**src/rtl/muldiv_pkg.sv**
```systemverilog
// muldiv_pkg: op/state encodings and constants shared by the RV32M multiply/divide unit
package muldiv_pkg;
  typedef enum logic [2:0] {
    OP_MUL    = 3'b000,
    OP_MULH   = 3'b001,
    OP_MULHSU = 3'b010,
    OP_MULHU  = 3'b011,
    OP_DIV    = 3'b100,
    OP_DIVU   = 3'b101,
    OP_REM    = 3'b110,
    OP_REMU   = 3'b111
  } op_e;
  typedef enum logic [1:0] {IDLE, CALC, FIX, DONE} state_e;
  localparam logic [63:0] DIVZ_Q = '1;
endpackage

```
**src/rtl/muldiv_core.sv**
```systemverilog
// muldiv_core: shift-add / restoring shift-subtract datapath on a shared (W+1)-bit adder
module muldiv_core #(
  parameter int W = 32
) (
  input  logic           clk,
  input  logic           rst,
  input  logic           load,
  input  logic           step,
  input  logic           div,
  input  logic [W-1:0]   a,
  input  logic [W-1:0]   b,
  input  logic           neg_p,
  input  logic           neg_q,
  input  logic           neg_r,
  output logic [2*W-1:0] prod,
  output logic [W-1:0]   quo,
  output logic [W-1:0]   rem
);
  logic [W-1:0] acc, mq, bm;
  logic [W:0]   sum;
  // divide: {acc,next dividend bit} - divisor; sum[W] set means the trial went negative
  assign sum = (div ? {acc, mq[W-1]} : {1'b0, acc}) + (div ? ~{1'b0, bm} : {1'b0, bm}) + {{W{1'b0}}, div};
  always_ff @(posedge clk) begin
    if (rst) begin
      acc <= '0;
      mq  <= '0;
      bm  <= '0;
    end else if (load) begin
      acc <= '0;
      mq  <= a;
      bm  <= b;
    end else if (step) begin
      if (div)
        {acc, mq} <= sum[W] ? {acc[W-2:0], mq, 1'b0} : {sum[W-1:0], mq[W-2:0], 1'b1};
      else
        {acc, mq} <= mq[0] ? {sum, mq[W-1:1]} : {1'b0, acc, mq[W-1:1]};
    end
  end
  assign prod = neg_p ? -{acc, mq} : {acc, mq};
  assign quo  = neg_q ? -mq : mq;
  assign rem  = neg_r ? -acc : acc;
endmodule

```
**src/rtl/muldiv_unit.sv**
```systemverilog
// muldiv_unit: iterative RV32M multiply/divide FSM with execute-stage handshake.
// Define MULDIV_EARLY_OUT_EN to finish divide-by-zero, signed overflow and zero-operand multiplies in the start cycle.
module muldiv_unit
  import muldiv_pkg::*;
#(
  parameter int W = 32
) (
  input  logic         clk,
  input  logic         rst,
  input  logic         startE,
  input  logic [2:0]   opE,
  input  logic [W-1:0] srcaE,
  input  logic [W-1:0] srcbE,
  input  logic         flushE,
  output logic         busyE,
  output logic         doneE,
  output logic [W-1:0] resultE
);
  localparam int CW = $clog2(W);
  state_e         state;
  logic [2:0]     op;
  logic           sa, sb, dz;
  logic [CW-1:0]  cnt;
  logic           sa_i, sb_i, start, early;
  logic [W-1:0]   am, bmag, early_res, sel, quo, rem;
  logic [2*W-1:0] prod;
  assign sa_i  = srcaE[W-1] & !(opE == OP_MULHU || opE == OP_DIVU || opE == OP_REMU);
  assign sb_i  = srcbE[W-1] & (opE == OP_MUL || opE == OP_MULH || opE == OP_DIV || opE == OP_REM);
  assign am    = sa_i ? -srcaE : srcaE;
  assign bmag  = sb_i ? -srcbE : srcbE;
  assign start = state == IDLE && startE && !flushE;
`ifdef MULDIV_EARLY_OUT_EN
  logic dz_i, ovf_i;
  assign dz_i      = srcbE == '0;
  assign ovf_i     = (opE == OP_DIV || opE == OP_REM) && srcaE == {1'b1, {(W-1){1'b0}}} && &srcbE;
  assign early     = opE[2] ? dz_i || ovf_i : srcaE == '0 || srcbE == '0;
  assign early_res = !opE[2] ? '0 : dz_i ? (opE[1] ? srcaE : DIVZ_Q[W-1:0]) : (opE[1] ? '0 : srcaE);
`else
  assign early     = 1'b0;
  assign early_res = '0;
`endif
  assign busyE = (state == IDLE && startE) || state == CALC || state == FIX;
  // the restoring divider already yields all-ones for x/0, but the sign fix would corrupt it
  assign sel = op == OP_MUL ? prod[W-1:0] : !op[2] ? prod[2*W-1:W] : !op[1] ? (dz ? DIVZ_Q[W-1:0] : quo) : rem;
  muldiv_core #(.W(W)) u_core (
    .clk   (clk),
    .rst   (rst),
    .load  (start && !early),
    .step  (state == CALC),
    .div   (op[2]),
    .a     (am),
    .b     (bmag),
    .neg_p (sa ^ sb),
    .neg_q ((sa ^ sb) && !dz),
    .neg_r (sa),
    .prod  (prod),
    .quo   (quo),
    .rem   (rem)
  );
  always_ff @(posedge clk) begin
    if (rst) begin
      state   <= IDLE;
      cnt     <= '0;
      resultE <= '0;
      doneE   <= 1'b0;
      op      <= '0;
      sa      <= 1'b0;
      sb      <= 1'b0;
      dz      <= 1'b0;
    end else begin
      doneE <= 1'b0;
      if (flushE && state != IDLE)
        state <= IDLE;
      else
        case (state)
          IDLE: if (start) begin
            op  <= opE;
            sa  <= sa_i;
            sb  <= sb_i;
            dz  <= srcbE == '0;
            cnt <= CW'(W - 1);
            if (early) begin
              state   <= DONE;
              resultE <= early_res;
              doneE   <= 1'b1;
            end else
              state <= CALC;
          end
          CALC: if (cnt == '0) state <= FIX; else cnt <= cnt - 1'b1;
          FIX: begin
            state   <= DONE;
            resultE <= sel;
            doneE   <= 1'b1;
          end
          DONE: state <= IDLE;
        endcase
    end
  end
endmodule

```
**config.mk**
```make
export PLATFORM = sky130hd
export DESIGN_NAME = muldiv_unit
export DESIGN_NICKNAME = d
export VERILOG_FILES = /design/src/rtl/muldiv_pkg.sv /design/src/rtl/muldiv_core.sv /design/src/rtl/muldiv_unit.sv
export SDC_FILE = /design/constraint.sdc
export NUM_CORES = 1
export LEC_CHECK = 0
export ABC_AREA = 1
export CAP_MARGIN = 20
export CORE_ASPECT_RATIO = 1.2
export CORE_MARGIN = 3
export CORE_UTILIZATION = 30
export CTS_BUF_LIST = sky130_fd_sc_hd__clkbuf_16
export DETAILED_ROUTE_END_ITERATION = 12
export DONT_BUFFER_PORTS = 1
export PLACE_DENSITY = 0.44
export SKIP_CTS_REPAIR_TIMING = 1
export SYNTH_ARGS = -nofsm -noshare
export SYNTH_HDL_FRONTEND = slang
export SYNTH_HIERARCHICAL = 1
export SYNTH_SLANG_ARGS = --single-unit
```
**constraint.sdc**
```tcl
create_clock -name clk -period 8.9 [get_ports clk]
set_input_delay 0.445 -clock clk [delete_from_list [all_inputs] [get_ports clk]]
set_output_delay 0.445 -clock clk [all_outputs]
set_load 0.01 [all_outputs]
```
==> metrics.md <==
| Metric | Value |
|---|---|
| Worst R2R Start | op[2]$_SDFFE_PP0P_ |
| Syn nets | 2783 |
| All-Layer GR Usage | 23.9% |
| Sw Pwr | 0.00322 W |
| Crit path max fanout | 99 |
| WL/cell | 20.3 um |
| Worst EP required | 9.29 ns |
| Syn Area/Cell | 5.81 um^2 |
| Fin Clk Skew | 0.0190 ns |
| Post-Syn Area | 15500 um^2 |
| Reg-to-reg endpoint | u_core/acc[14]$_SDFFE_PP0P_ |
| WL final | 66300 um |
| Cell chain of the critical path | buf_4 > buf_4 > o21ai_0 > fa_1 > nand2_1 > nand2_1 > nand3_1 > nand2_2 > nand3_2 > nand2_2 > nand2_2 > nand3_2 > nand2_2 > nand2_1 > nand2_1 > nor2_1 > nor2_1 > nor2_1 |
| P_int | 0.00232 W |
| Reg2reg path depth | 18 |
| Main flop type after synthesis | dfxtp_1 |
| Share of layout cells above drive strength 1 | 5.85% |
| Core area | 50800 um^2 |
| Hold WS | 0.0589 ns |
| Fin Setup TNS | 0 ns |
| DR iter-0 viols | 1411 |
| Die Y | 255 um |
| Initial antenna violation count | 0 |
| R2R setup slack | 3.82 ns |
| HP Class | in2reg |
| Status | complete, no violations |
| TritonCTS Sinks | 142 |
| Sequential-to-total area share from yosys stat | 18.3% |
| Via/cell ratio | 5.24 |
| Die ar. | 54600 um^2 |
| Post-synth EDFFs | 0 |
| CP arrival | 5.47 ns |
| Post-Syn Instances | 2672 |
| Pre-antenna DRT Iters | 6 |
| Num ports | 105 |
| Slowest cell on crit path | buf_4 |
| FP Rows | 90 |
| Ant. Diodes | 0 |
| Synth-to-layout area growth | 6.26% |
| Final Hold Fails | 0 |
| Mux share of post-synthesis cell area | 0% |
| HP Start | rst |
| Via count | 17100 |
| Remaining antenna violation count | 0 |
| Post-Synth Adder-Cell Area | 3.27% |
| Synth area leaders | dfxtp_1 18%, nand2_1 17%, o21ai_0 9.9% |
| Max cap viols | 0 |
| Number of H-tree levels | 4 |
| Register share of total power | 20.4% |
| Power per standard cell area | 335 nW/um^2 |
| Max Fclk | 197 MHz |
| Starting density of the core | 30.6% |
| Synth warn | 6 |
| Gate power share | 65.5% |
| Total gr overflow | 0 |
| Ys async rst share | 0% |
| Routability cong. | 0.940 |
| Normalized max-slew margin | 26.4% |
| Max VDD drop | 141 uV |
| DRC | 0 |
| Crit path max-delay family | simple AND/OR/NAND/NOR gates |
| Most common cell in the netlist | nand2_1 |
| Largest net degree at the start of global routing | 100 |
| Slowest stage delay, CP | 0.83 ns |
| Crit. End Element | register |
| Leak pwr | 7.12 nW |
| DIE WIDTH | 214 um |
| Cell taking the most area after synthesis | dfxtp_1 |
| Clk pwr share | 14.1% |
| Worst-margin pin slew | 1.09 ns |
| Num CTS Buffers | 17 |
| DP Wirelength | 52900 um |
| Fin crit share | 57.1% |
| Clk pin slew, worst setup/hold paths | 0.07 ns |
| Synth cell count leaders | 695 x nand2_1, 307 x o21ai_0, 291 x nor2_1, 251 x inv_1, 177 x a21oi_1 |
| Worst-Skew Late Latency | 0.50 ns |
| Post-synth cell types | 53 |
| Largest family of logic cells by synthesized area | simple AND/OR/NAND/NOR gates |
| Root Buffer | clkbuf_16 |
| Nets | 2677 |
| Max Transition Viols Final | 0 |
| Count of final setup violators | 0 |
| Yosys reg bits | 142 |
| CP Launch Type | register |
| Sw Share | 58.1% |
| Hold depth | 1 |
| Hold Path Sink | u_core/mq[5]$_SDFFE_PP0P_ |
| Port bufs | 0 |
| Simple-Gate Fraction of Synth Area | 33.7% |
| Worst path buffer plus inverter count | 2 |
| Synth Area in Compound Gates | 24.0% |
| Post-Synth XOR/XNOR Area | 9.75% |
| Vias in the first global route | 16100 |
| RSZ-0062 raised after global routing | false |
| Util after Layout | 32.5% |
| Bufs on Longest Clock Path | 2 |
| Yosys top cell area share | 18.3% |
| Crit path kind | reg2reg |
| First-pass GRT wire length | 99500 um |
| Min cycle time layout | 5.08 ns |
| CTS tree | done |
through the flow:
stage                     setup WS, ns  power [W]  cells  cell area [um^2]
after floorplan                   5.84    0.00359   2672             15500
after global placement            3.92    0.00472   3235             15900
after detailed placement          3.89    0.00471   3235             15900
after CTS                         3.86    0.00553   3267             16500
after global routing              3.29    0.00599   3269             16500
final                             3.82    0.00554   3269             16500
worst max path at each step:
stage,startpoint,end,depth (start not counted)
2_1_floorplan,op[2]$_SDFFE_PP0P_,u_core/acc[9]$_SDFFE_PP0P_,19
3_3_place_gp,op[2]$_SDFFE_PP0P_,u_core/acc[14]$_SDFFE_PP0P_,18
3_5_place_dp,op[2]$_SDFFE_PP0P_,u_core/acc[22]$_SDFFE_PP0P_,18
4_1_cts,op[2]$_SDFFE_PP0P_,u_core/acc[21]$_SDFFE_PP0P_,17
5_1_grt,op[2]$_SDFFE_PP0P_,u_core/acc[22]$_SDFFE_PP0P_,18
6_report,op[2]$_SDFFE_PP0P_,u_core/acc[14]$_SDFFE_PP0P_,18
area by class of cell:
type	count	area (um^2)
Clock buffer	17	425
Clock inverter	15	199
Fill cell	5856	34300
Inverter	267	1010
Multi-Input combinational cell	2118	11000
Sequential cell	142	2850
Tap cell	690	863
Timing Repair Buffer	20	155
power groups by stage:
stage / Sequential (W) / Combinational (W) / Clock [W]
after floorplan: 0.000980 / 0.00261 / 0
after global placement: 0.00114 / 0.00357 / 0
after detailed placement: 0.00114 / 0.00357 / 0
after CTS: 0.00113 / 0.00359 / 0.000811
after global routing: 0.00116 / 0.00401 / 0.000831
final: 0.00113 / 0.00363 / 0.000783
layer usage:
metal	track usage (%)	routed length, um	vias up	share of wire, %
li1	-	-	8561	-
met5	0	0	-	0
met3	2.83	2580	108	3.9
met2	40.3	32000	483	48
met4	11.0	3120	0	4.7
met1	30.3	28600	7979	43
flip-flops by register name, summed over array words and instances, names as in the netlist:
signal	cells
resultE	32
u_core/acc	32
u_core/bm	32
u_core/mq	32
cnt	5
op	3
state	2
doneE	1
dz	1
sa	1
sb	1
cell families (layout without fill, tap and decap cells):
group                    count (synthesis)  in the layout
flip-flops                             142            142
AO/OA/AOI/OAI                          663            663
adder cells (fa/ha/maj)                 40             40
buffers and inverters                  412            319
XOR/XNOR                               173            173
AND/OR/NAND/NOR                       1242           1242
placed cells by master (no fill, tap or decap), drive strengths merged, types with 34 or more instances in the layout:
master	instances
nand2	705
o21ai	359
nor2	311
inv	272
a21oi	188
xor2	152
dfxtp	142
nand3	126
o211ai	49
ha	39
nor3	35
a31oi	34
(Power assumes the default switching activity.)
